`config.mk`:
```
export PLATFORM = sky130hd
export DESIGN_NAME = load_store_unit
export DESIGN_NICKNAME = d
export VERILOG_FILES = /design/src/rtl/lsu_pkg.sv /design/src/rtl/lsu_lane_align.sv /design/src/rtl/load_store_unit.sv
export SDC_FILE = /design/constraint.sdc
export NUM_CORES = 1
export LEC_CHECK = 0
export ABC_AREA = 1
export CAP_MARGIN = 5
export CORE_ASPECT_RATIO = 0.9
export CORE_MARGIN = 5
export CORE_UTILIZATION = 47
export CTS_BUF_LIST = sky130_fd_sc_hd__clkbuf_4
export DETAILED_ROUTE_END_ITERATION = 8
export PLACE_DENSITY = 0.9
export REMOVE_ABC_BUFFERS = 1
export SETUP_SLACK_MARGIN = 0.4
export SYNTH_ARGS = -nofsm -noshare
export SYNTH_HDL_FRONTEND = slang
export SYNTH_SLANG_ARGS = --single-unit
export TNS_END_PERCENT = 5
```
`constraint.sdc`:
```
create_clock -name clk -period 3.43 [get_ports clk]
set_input_delay 0.5145 -clock clk [delete_from_list [all_inputs] [get_ports clk]]
set_output_delay 0.5145 -clock clk [all_outputs]
set_load 0.02 [all_outputs]
```
`src/rtl/lsu_pkg.sv`:
```
`default_nettype none
// ============================================================================
// lsu_pkg: shared size encodings, state encoding and address width for the LSU
// Revision: 1.0
// ============================================================================
package lsu_pkg;

  localparam int ADDR_W = 14;

  localparam logic [1:0] SZ_BYTE    = 2'b00;
  localparam logic [1:0] SZ_HALF    = 2'b01;
  localparam logic [1:0] SZ_WORD    = 2'b10;
  localparam logic [1:0] SZ_ILLEGAL = 2'b11;

  typedef enum logic [2:0] {
    IDLE  = 3'd0,
    BEAT0 = 3'd1,
    BEAT1 = 3'd2,
    CAPT  = 3'd3,
    DONE  = 3'd4
  } lsu_state_t;

endpackage
`default_nettype wire

```
`src/rtl/lsu_lane_align.sv`:
```
`default_nettype none
// ============================================================================
// lsu_lane_align: byte-lane mask, store shift and load extract/extend logic
// Revision: 1.0
// ============================================================================
module lsu_lane_align
  import lsu_pkg::*;
(
  input  logic [1:0]  off,
  input  logic [1:0]  size,
  input  logic        uns,
  input  logic [31:0] wdata,
  input  logic [31:0] lo,
  input  logic [31:0] hi,
  output logic [7:0]  mask8,
  output logic [63:0] w64,
  output logic [31:0] rdata
);

  logic [3:0]  nmask;
  logic [63:0] r64;

  always_comb begin
    nmask = 4'b0000;
    case (size)
      SZ_BYTE: nmask = 4'b0001;
      SZ_HALF: nmask = 4'b0011;
      SZ_WORD: nmask = 4'b1111;
      default: nmask = 4'b0000;
    endcase

    mask8 = {4'b0000, nmask} << off;
    w64   = {32'b0, wdata} << {off, 3'b000};
    r64   = {hi, lo} >> {off, 3'b000};

    case (size)
      SZ_BYTE: rdata = uns ? {24'b0, r64[7:0]}  : {{24{r64[7]}}, r64[7:0]};
      SZ_HALF: rdata = uns ? {16'b0, r64[15:0]} : {{16{r64[15]}}, r64[15:0]};
      default: rdata = r64[31:0];
    endcase
  end

endmodule
`default_nettype wire

```
`src/rtl/load_store_unit.sv`:
```
`default_nettype none
// ============================================================================
// load_store_unit: byte/half/word access to BRAM port B with split beats
// Revision: 1.0
// ============================================================================
module load_store_unit #(
  parameter int ADDR_W = lsu_pkg::ADDR_W,
  parameter int DATA_W = 32
) (
  input  logic              clk,
  input  logic              rst,
  input  logic              req_valid,
  output logic              req_ready,
  input  logic              req_write,
  input  logic [1:0]        req_size,
  input  logic              req_unsigned,
  input  logic [ADDR_W-1:0] req_addr,
  input  logic [DATA_W-1:0] req_wdata,
  output logic              resp_valid,
  output logic [DATA_W-1:0] resp_rdata,
  output logic              resp_fault,
  output logic [ADDR_W-1:0] mem_addr,
  output logic [DATA_W-1:0] mem_wdata,
  output logic [3:0]        mem_be,
  output logic              mem_we,
  input  logic [DATA_W-1:0] mem_rdata
);

  import lsu_pkg::*;

  lsu_state_t        state;
  logic [ADDR_W-1:0] addr_q;
  logic [1:0]        size_q;
  logic              write_q;
  logic              uns_q;
  logic [31:0]       wdata_q;
  logic [31:0]       lo_q;

  logic [7:0]        mask8;
  logic [63:0]       w64;
  logic [31:0]       ext_rdata;
  logic [31:0]       align_lo;
  logic              split;
  logic [ADDR_W-1:0] beat0_addr;
  logic [ADDR_W-1:0] beat1_addr;

  assign split      = |mask8[7:4];
  assign beat0_addr = {addr_q[ADDR_W-1:2], 2'b00};
  assign beat1_addr = beat0_addr + ADDR_W'(4);
  // An unsplit load returns its only word in CAPT, so lo comes straight from memory.
  assign align_lo   = split ? lo_q : mem_rdata;
  assign req_ready  = (state == IDLE);

  lsu_lane_align u_align (
    .off   (addr_q[1:0]),
    .size  (size_q),
    .uns   (uns_q),
    .wdata (wdata_q),
    .lo    (align_lo),
    .hi    (mem_rdata),
    .mask8 (mask8),
    .w64   (w64),
    .rdata (ext_rdata)
  );

  always_ff @(posedge clk or posedge rst) begin
    if (rst) begin
      state      <= IDLE;
      addr_q     <= '0;
      size_q     <= 2'b00;
      write_q    <= 1'b0;
      uns_q      <= 1'b0;
      wdata_q    <= 32'b0;
      lo_q       <= 32'b0;
      resp_valid <= 1'b0;
      resp_fault <= 1'b0;
      resp_rdata <= '0;
    end else begin
      resp_valid <= 1'b0;
      resp_fault <= 1'b0;
      resp_rdata <= '0;
      case (state)
        IDLE: begin
          if (req_valid) begin
            addr_q  <= req_addr;
            size_q  <= req_size;
            write_q <= req_write;
            uns_q   <= req_unsigned;
            wdata_q <= req_wdata[31:0];
            if (req_size == SZ_ILLEGAL) begin
              state      <= DONE;
              resp_valid <= 1'b1;
              resp_fault <= 1'b1;
            end else begin
              state <= BEAT0;
            end
          end
        end
        BEAT0: begin
          if (split) begin
            state <= BEAT1;
          end else if (write_q) begin
            state      <= DONE;
            resp_valid <= 1'b1;
          end else begin
            state <= CAPT;
          end
        end
        BEAT1: begin
          // Registered BRAM: beat0's word is on mem_rdata while beat1 is addressed.
          lo_q <= mem_rdata[31:0];
          if (write_q) begin
            state      <= DONE;
            resp_valid <= 1'b1;
          end else begin
            state <= CAPT;
          end
        end
        CAPT: begin
          state      <= DONE;
          resp_valid <= 1'b1;
          resp_rdata <= ext_rdata;
        end
        DONE:    state <= IDLE;
        default: state <= IDLE;
      endcase
    end
  end

  always_comb begin
    mem_addr  = '0;
    mem_wdata = '0;
    mem_be    = 4'b0000;
    mem_we    = 1'b0;
    case (state)
      BEAT0: begin
        mem_addr = beat0_addr;
        if (write_q) begin
          mem_we    = 1'b1;
          mem_be    = mask8[3:0];
          mem_wdata = w64[31:0];
        end
      end
      BEAT1: begin
        mem_addr = beat1_addr;
        if (write_q) begin
          mem_we    = 1'b1;
          mem_be    = mask8[7:4];
          mem_wdata = w64[63:32];
        end
      end
      default: ;
    endcase
  end

endmodule
`default_nettype wire

```
# ---- After elaboration in Yosys (flattened, before gate mapping)
# Cells that the tools add are included.
dict set report word_totals {
  output_inout_bits 86
  register_bits 119
  elab_cells 51
}
dict set report op_classes {
  mux 25
  n_addsub 1
  n_eq_ne 7
  reduce_logical 5
  shifts 3
}
# op count
set ops {}
lappend ops {{2-to-1 mux 32 bit} 6}
lappend ops {{one-hot mux 32 bit (2 select lines)} 2}
lappend ops {{left shift 32 x 5 -> 64 bit} 1}
lappend ops {{>> shifter 64 x 5 -> 32 bit} 1}
lappend ops {{one-hot mux 14 bit (2 select lines)} 1}
lappend ops {{adder 14 x 3 -> 14 bit (second input constant)} 1}
lappend ops {{2-to-1 mux 3 bit} 4}
lappend ops {{one-hot mux 3 bit (4 select lines)} 1}
lappend ops {{one-hot mux 4 bit (3 select lines)} 1}
lappend ops {{2-to-1 mux 4 bit} 2}
lappend ops {{one-hot mux 4 bit (2 select lines)} 1}
lappend ops {{left shift 4 x 2 -> 8 bit} 1}
lappend ops {{== test 3 x 2 -> 1 bit (second input constant)} 2}
lappend ops {{2-to-1 mux 1 bit} 6}
lappend ops {{== test 2 bit (second input constant)} 2}
lappend ops {{one-hot mux 1 bit (4 select lines)} 1}
lappend ops {{OR reduction 4 bit} 1}
lappend ops {{== test 3 x 1 -> 1 bit (second input constant)} 1}
lappend ops {{logical NOT 3 bit} 1}
lappend ops {{== test 2 x 1 -> 1 bit (second input constant)} 1}
lappend ops {{logical NOT 2 bit} 1}
lappend ops {{!= test 2 bit (second input constant)} 1}
lappend ops {{AND reduction 2 bit} 1}
lappend ops {{OR reduction 2 bit} 1}

# ---- Depth between registers and ports, before layout
# Gate-level depths: netlist of the first run.
dict set report logic_depth {
  word_depth 9
  mapped_depth 14
  ltp_nobuf 14
}

# ---- By module
# A second synthesis of the first run with hierarchy kept.
dict set report hier_totals {
  cells_unflattened 1187
  area_unflattened_um2 7983.9
}
# mod n_inst area_per_inst_um2 cells_each
set modules_own_cells {}
lappend modules_own_cells {load_store_unit 1 5810.6 753}
lappend modules_own_cells {lsu_lane_align 1 2173.3 434}

# ---- Worst setup path after synthesis of the first run
# OpenSTA, ideal clock, no wires.
dict set report synth_path {
  path_kind {reg-to-output}
  startpoint {register state[2]}
  endpoint {output mem_be[1]}
  arrival_ns 1.814
  setup_slack_ns 1.101
  stages_incl_launch_ff 8
  path_cell_list {dfrtp_1 -> nor3_4 -> inv_2 -> nor2_4 -> inv_2 -> nor2_8 -> inv_1 -> o21ai_0}
}
dict set report synth_via {
  elab_chain_cells 2
  elab_cells_between_ends 3
  cone_classes {eq/ne: 2; mux: 1}
}
# element line_no
set synth_lines {}
lappend synth_lines {{start: declaration} load_store_unit.sv:31} ;# lsu_state_t state;
lappend synth_lines {{start signal: assignment} load_store_unit.sv:68} ;# state <= IDLE;
lappend synth_lines {{start signal: assignment} load_store_unit.sv:91} ;# state <= DONE;
lappend synth_lines {{start signal: assignment} load_store_unit.sv:95} ;# state <= BEAT0;
lappend synth_lines {{== test 3 x 2 -> 1 bit / == test 3 x 1 -> 1 bit (equally long branches)} load_store_unit.sv:135} ;# case (state)
lappend synth_lines {{one-hot mux 4 bit (2 select lines) (*)} load_store_unit.sv:135}
lappend synth_lines {{end: declaration} load_store_unit.sv:24} ;# output logic [3:0] mem_be,
# Every way passes the cells marked *; elsewhere a longest branch is shown, timed or not.

# ---- Worst setup path after layout of the first run
dict set report layout_path {
  startpoint {register state[2]}
  endpoint {output mem_wdata[31]}
}
dict set report layout_via {
  elab_chain_cells 2
  elab_cells_between_ends 3
  cone_classes {eq/ne: 2; mux: 1}
}
# element line_no
set layout_lines {}
lappend layout_lines {{== test 3 x 2 -> 1 bit / == test 3 x 1 -> 1 bit (equally long branches)} load_store_unit.sv:135}
lappend layout_lines {{one-hot mux 32 bit (2 select lines) (*)} load_store_unit.sv:135}
lappend layout_lines {{end: declaration} load_store_unit.sv:23} ;# output logic [DATA_W-1:0] mem_wdata,
# Marks and branches as above.

==> flow_metrics.tcl, run 1 <==
set metrics [dict create \
    yosysSeqAreaShare_pct 42.2 \
    viasPerCell 5.45 \
    syn_area_per_cell_um2 7.24 \
    mostFrequentLayoutCell "nand2_1" \
    clock_skew_ps 13.4 \
    pwr-share-seq_pct 28.2 \
    ir_worst_vdd_uv 584 \
    power_density_nw_per_um2 880 \
    pwr-share-comb_pct 61.2 \
    finalInstanceArea_um2 9100 \
    status "completed" \
    synthArstFlopShare_pct 100 \
    p_clk_share_pct 10.6 \
    hold_viol 0 \
    core_um2 14700 \
    dr.first_iter.drc_count 682 \
    grt_max_degree 87 \
    fillers 1285 \
    finalSetupTns_ps 0 \
    dpl_cell_area_um2 8860 \
    setup.worst_path.start_class "register" \
    ys_seq_elements 119 \
    synth_cell_types 44 \
    ant_nets 0 \
    ctsLongestPathBuffers 2 \
    ios 171 \
    slew_viol_final 0 \
    period_minus_slack_ps 3220 \
    crit_required_ps 2920 \
    p_switching_mw 4.05 \
    grt_overflow_total 0 \
    utilization_pct 61.8 \
    fin_nets 1205 \
    syn_to_final_growth_pct 28.9 \
    hpwlAfterDp_um 14600 \
    cts_tree "built" \
    worstPathArrival_ps 2710 \
    wl_per_cell_um 16.0 \
    first_pass_iters 6 \
    final_layout_size_suffix_gt1_share_pct 8.25 \
    layout_common_cells "nand2_1, o21ai_0, clkdlybuf4s50_1, dfrtp_1, inv_1" \
    crit_path_end_kind "primary output" \
    gp_congestion 0.985 \
    cts_max_level 4 \
    syn_area_um2 7060 \
    antenna_found_initial 0 \
    die_w_um 139 \
    grt_pass1_wl_um 34400 \
    rows 42 \
    crit_type "register to primary output" \
    finalCritPeriodShare_pct 94.0 \
    p_leak_nw 4.27 \
    wirelength_um 21200 \
    n_antenna_cell 0 \
    synth_flop_cell "dfrtp_1" \
    hold_path.class "primary input to async pin" \
    fp.dieArea_um2 17600 \
    num_vias 7223 \
    portBuffers 168 \
    clk_pin_slew_ps 110 \
    seq_area_um2 2980 \
    die_h_um 126 \
    max_freq_mhz 310 \
    report.final.setup_viol 0 \
    internal-power_mw 3.95 \
    relSlewSlack_pct 50.1 \
    grt_usage_pct 24.1 \
    rsz0062_at_grt "yes" \
    synth_edf_count 0 \
    cts_sinks 119 \
    insertion_delay_ps 540 \
    synthCells 975 \
    multi_input_area_um2 3440 \
    post-place-ws_ps 593 \
    maxCapViolCount 0 \
    crit_fanout 12 \
    worst_pin_slew_ps 749 \
    first_global_vias 6906 \
    cts_buffers 17 \
    switching_share_pct 50.6 \
    setup_ws_ps 205 \
    drc 0 \
    synth_warnings 0 \
    cts-root-buf "clkbuf_4" \
    start_util_pct 48.0 \
]
-- layer usage --
layer  track usage [%]  up-vias  wire length, µm
met3              9.14       33             2580
li1                  -     3473                -
met5                 0        -                0
met2              37.4      409             9740
met4              7.31        0              379
met1              31.4     3308             8480
-- what timing repair did --
action                     in CTS  in global routing
buffers inserted                0                  0
setup endpoints to repair      44                 48
resized for setup              15                  5
cloned                          1                  0
hold buffers                    0                  0
-- final timing paths --
path | slack, ps | end | depth (start not counted) | startpoint
setup reg to reg | 720 | resp_rdata[3]$_DFF_PP0_ | 11 | size_q[0]$_DFFE_PP0P_
min in group clk | 470 | state[1]$_DFFE_PP0P_ | 1 | write_q$_DFFE_PP0P_
hold reg to reg | 470 | state[1]$_DFFE_PP0P_ | 1 | write_q$_DFFE_PP0P_
hold / removal | 410 | addr_q[13]$_DFFE_PP0P_ | 2 | rst
max in group asynchronous | 2300 | addr_q[1]$_DFFE_PP0P_ | 3 | rst
setup / recovery | 210 | mem_wdata[31] | 7 | state[2]$_DFFE_PP0P_
-- critical path: stages, from the launching register on --
cell and delay (ps):
dfrtp_1 440, nor2_1 150, nand2_1 130, nor2_4 200
buf_4 220, o21ai_0 100, a31oi_1 270, clkdlybuf4s50_1 670
-- sequential cells by signal, summed over array words and instances, names as in the netlist --
signal      flops
lo_q           32
resp_fault      1
resp_valid      1
wdata_q        32
size_q          2
addr_q         14
resp_rdata     32
write_q         1
state           3
uns_q           1
-- final cells by class --
type | count | area share [%]
multi-input cells | 691 | 37.8
inverters | 103 | 4.34
flip-flops and latches | 119 | 32.8
well taps | 198 | 2.72
clock buffers | 25 | 2.06
repair buffers | 181 | 19.9
repair inverters | 1 | 0.0825
clock inverters | 7 | 0.330
-- logic make-up (layout without fill, tap and decap cells) --
logic type | after synthesis | in the layout | share of synthesized area (%)
simple gates | 369 | 369 | 22.7
fa+ha+maj | 6 | 6 | 1.06
flops | 119 | 119 | 42.2
other cells | 1 | 2 | 0.0531
xor+xnor | 2 | 2 | 0.248
mux | 12 | 12 | 1.91
buf+inv | 166 | 317 | 9.53
compound gates | 300 | 300 | 22.3
-- synthesized netlist by cell type, types with 2 or more instances --
library cell,instances,area [µm²]
a21oi_1,79,395
buf_1,12,45.0
buf_2,13,65.1
buf_4,3,22.5
clkbuf_1,32,120
dfrtp_1,119,2980
ha_1,6,75.1
inv_1,98,368
inv_2,3,11.3
mux2_2,12,135
nand2_1,216,811
nand2_4,3,33.8
nand3_1,42,210
nand3_2,3,30.0
nor2_1,76,285
nor2_2,11,68.8
nor2_4,2,22.5
nor2_8,2,40.0
nor3_1,7,35.0
o2111ai_1,2,17.5
o211ai_1,5,37.5
o21ai_0,187,936
o21ai_1,6,30.0
o21bai_1,7,52.6
o22ai_1,5,31.3
o32ai_1,4,35.0
or2_2,2,12.5
xor2_1,2,17.5
-- power by group through the flow --
| stage | Clock, mW | Combinational [mW] | Sequential [mW] |
|---|---|---|---|
| after floorplan | 0 | 3.05 | 2.41 |
| after global placement | 0 | 4.75 | 2.25 |
| after detailed placement | 0 | 4.83 | 2.28 |
| after CTS | 0.861 | 4.85 | 2.25 |
| after global routing | 0.924 | 5.49 | 2.32 |
| final | 0.848 | 4.90 | 2.26 |
-- per-stage QoR --
step	instances	hold slack [ps]	power, mW
floorplan	913	435	5.46
global placement	1292	450	7.00
detailed placement	1292	449	7.11
CTS	1325	397	7.97
global route	1325	436	8.74
finish	1325	406	8.01
Power figures use the tool's default switching activity.
==> run 2, diff against run 1 <==
--- a/config.mk
+++ b/config.mk
@@ -9,10 +9,12 @@
 export CAP_MARGIN = 5
 export CORE_ASPECT_RATIO = 0.9
 export CORE_MARGIN = 5
-export CORE_UTILIZATION = 47
+export CORE_UTILIZATION = 50
 export CTS_BUF_LIST = sky130_fd_sc_hd__clkbuf_4
+export CTS_CLUSTER_SIZE = 20
 export DETAILED_ROUTE_END_ITERATION = 8
-export PLACE_DENSITY = 0.9
+export DONT_BUFFER_PORTS = 1
+export PLACE_DENSITY = 0.79
 export REMOVE_ABC_BUFFERS = 1
 export SETUP_SLACK_MARGIN = 0.4
 export SYNTH_ARGS = -nofsm -noshare
==> flow_metrics.tcl, run 2 (same netlist as run 1, synthesis figures left out) <==
set metrics [dict create \
    max_freq_mhz 342 \
    n_antenna_cell 0 \
    power_mw 7.52 \
    relSlewSlack_pct 40.0 \
    hpwlAfterDp_um 13200 \
    ant_nets 0 \
    first_pass_iters 5 \
    cts_max_level 4 \
    pwr-share-seq_pct 30.8 \
    switching_share_pct 51.6 \
    p_switching_mw 3.88 \
    crit_fanout 19 \
    hold_viol 0 \
    wirelength_um 19100 \
    p_clk_share_pct 10.9 \
    cts_sinks 119 \
    cts_tree "built" \
    worst_pin_slew_ps 900 \
    multi_input_area_um2 3440 \
    seq_area_um2 2980 \
    fillers 1377 \
    num_vias 6510 \
    insertion_delay_ps 550 \
    worstPathArrival_ps 2410 \
    grt_overflow_total 0 \
    wl_per_cell_um 16.1 \
    crit_required_ps 2920 \
    gp_congestion 0.839 \
    power_density_nw_per_um2 982 \
    utilization_pct 54.9 \
    clock_skew_ps 21.5 \
    ir_worst_vdd_uv 487 \
    mostFrequentLayoutCell "nand2_1" \
    cts-root-buf "clkbuf_4" \
    crit_type "register to primary output" \
    clk_pin_slew_ps 110 \
    portBuffers 0 \
    layout_common_cells "nand2_1, o21ai_0, dfrtp_1, inv_1, a21oi_1" \
    syn_to_final_growth_pct 8.44 \
    dr.first_iter.drc_count 590 \
    fp.dieArea_um2 16600 \
    internal-power_mw 3.64 \
    rsz0062_at_grt "yes" \
    period_minus_slack_ps 2930 \
    reg_top3 "lo_q (32), resp_rdata (32), wdata_q (32)" \
    die_h_um 123 \
    pwr-share-comb_pct 58.2 \
    report.final.setup_viol 0 \
    ctsLongestPathBuffers 2 \
    viasPerCell 5.49 \
    fin_nets 1075 \
    cts_buffers 17 \
    slew_viol_final 0 \
    status "completed" \
    grt_pass1_wl_um 30900 \
    die_w_um 135 \
    maxCapViolCount 0 \
    hold_path.class "primary input to register" \
    first_global_vias 6071 \
    ios 171 \
    rows 41 \
    drc 0 \
    p_leak_nw 3.76 \
    start_util_pct 50.6 \
    finalCritPeriodShare_pct 85.3 \
    final_layout_size_suffix_gt1_share_pct 12.6 \
    core_um2 14000 \
    antenna_found_initial 0 \
    setup.worst_path.start_class "register" \
    grt_usage_pct 23.6 \
    grt_max_degree 89 \
    crit_path_end_kind "primary output" \
]
[run 2: through the flow]
stage | hold slack, ps | setup WS, ps | cells | area [µm²] | setup TNS, ps
2_1_floorplan | 435 | -691 | 913 | 6780 | -47920
3_3_place_gp | 453 | 843 | 1154 | 7400 | 0
3_5_place_dp | 460 | 753 | 1154 | 7400 | 0
4_1_cts | 38.5 | 304 | 1183 | 7620 | 0
5_1_grt | 23.4 | 333 | 1186 | 7660 | 0
6_report | 80.9 | 505 | 1186 | 7660 | 0
[run 2: final cells by class]
| class | instances | share of cell area [%] |
|---|---|---|
| Timing Repair inverter | 1 | 0.0981 |
| Clock buffer | 19 | 1.86 |
| Clock inverter | 9 | 0.833 |
| Tap cell | 193 | 3.15 |
| Sequential cell | 119 | 38.9 |
| Timing Repair Buffer | 51 | 5.03 |
| Inverter | 103 | 5.20 |
| Multi-Input combinational cell | 691 | 44.9 |
[run 2: repair_timing]
item                                    in CTS  in global routing
gates cloned                                 0                  1
pin swaps                                    0                  1
hold buffers                                 1                  0
endpoints found under the hold margin       49                  0
resized for setup                            2                 12
endpoints found under the setup margin      19                 35
setup buffers                                0                  2
[run 2: routing by layer]
layer	GRT usage [%]	up-vias	routed length [µm]
met3	8.81	23	2000
li1	-	3226	-
met1	31.9	2990	8270
met4	7.62	0	274
met2	35.4	271	8530
met5	0	-	0
[run 2: power by group through the flow]
| stage | sequential (mW) | combinational (mW) | clock, mW |
|---|---|---|---|
| global route | 2.38 | 4.97 | 0.923 |
| CTS | 2.31 | 4.35 | 0.851 |
| detailed placement | 2.34 | 4.32 | 0 |
| floorplan | 2.41 | 3.05 | 0 |
| finish | 2.32 | 4.38 | 0.821 |
| global placement | 2.32 | 4.24 | 0 |
[run 2: path summary, 6_finish.rpt]
kind	startpoint	end	slack (ps)	cells after the start
setup reg to reg	size_q[0]$_DFFE_PP0P_	resp_rdata[18]$_DFF_PP0_	710	12
hold reg to reg	write_q$_DFFE_PP0P_	state[1]$_DFFE_PP0P_	480	1
max in group asynchronous	rst	wdata_q[21]$_DFFE_PP0P_	2110	3
setup / recovery	state[2]$_DFFE_PP0P_	mem_wdata[17]	500	8
min in group asynchronous	rst	resp_rdata[5]$_DFF_PP0_	540	2
hold / removal	mem_rdata[29]	lo_q[29]$_DFFE_PP0P_	80	2
[run 2: worst max-delay path, stage by stage, from the launching register on]
cell	delay, ps
dfrtp_1	430
nor3_4	240
inv_4	130
nor2_4	180
inv_2	160
nor2_8	190
clkinvlp_4	190
o21ai_1	190
buf_4	170
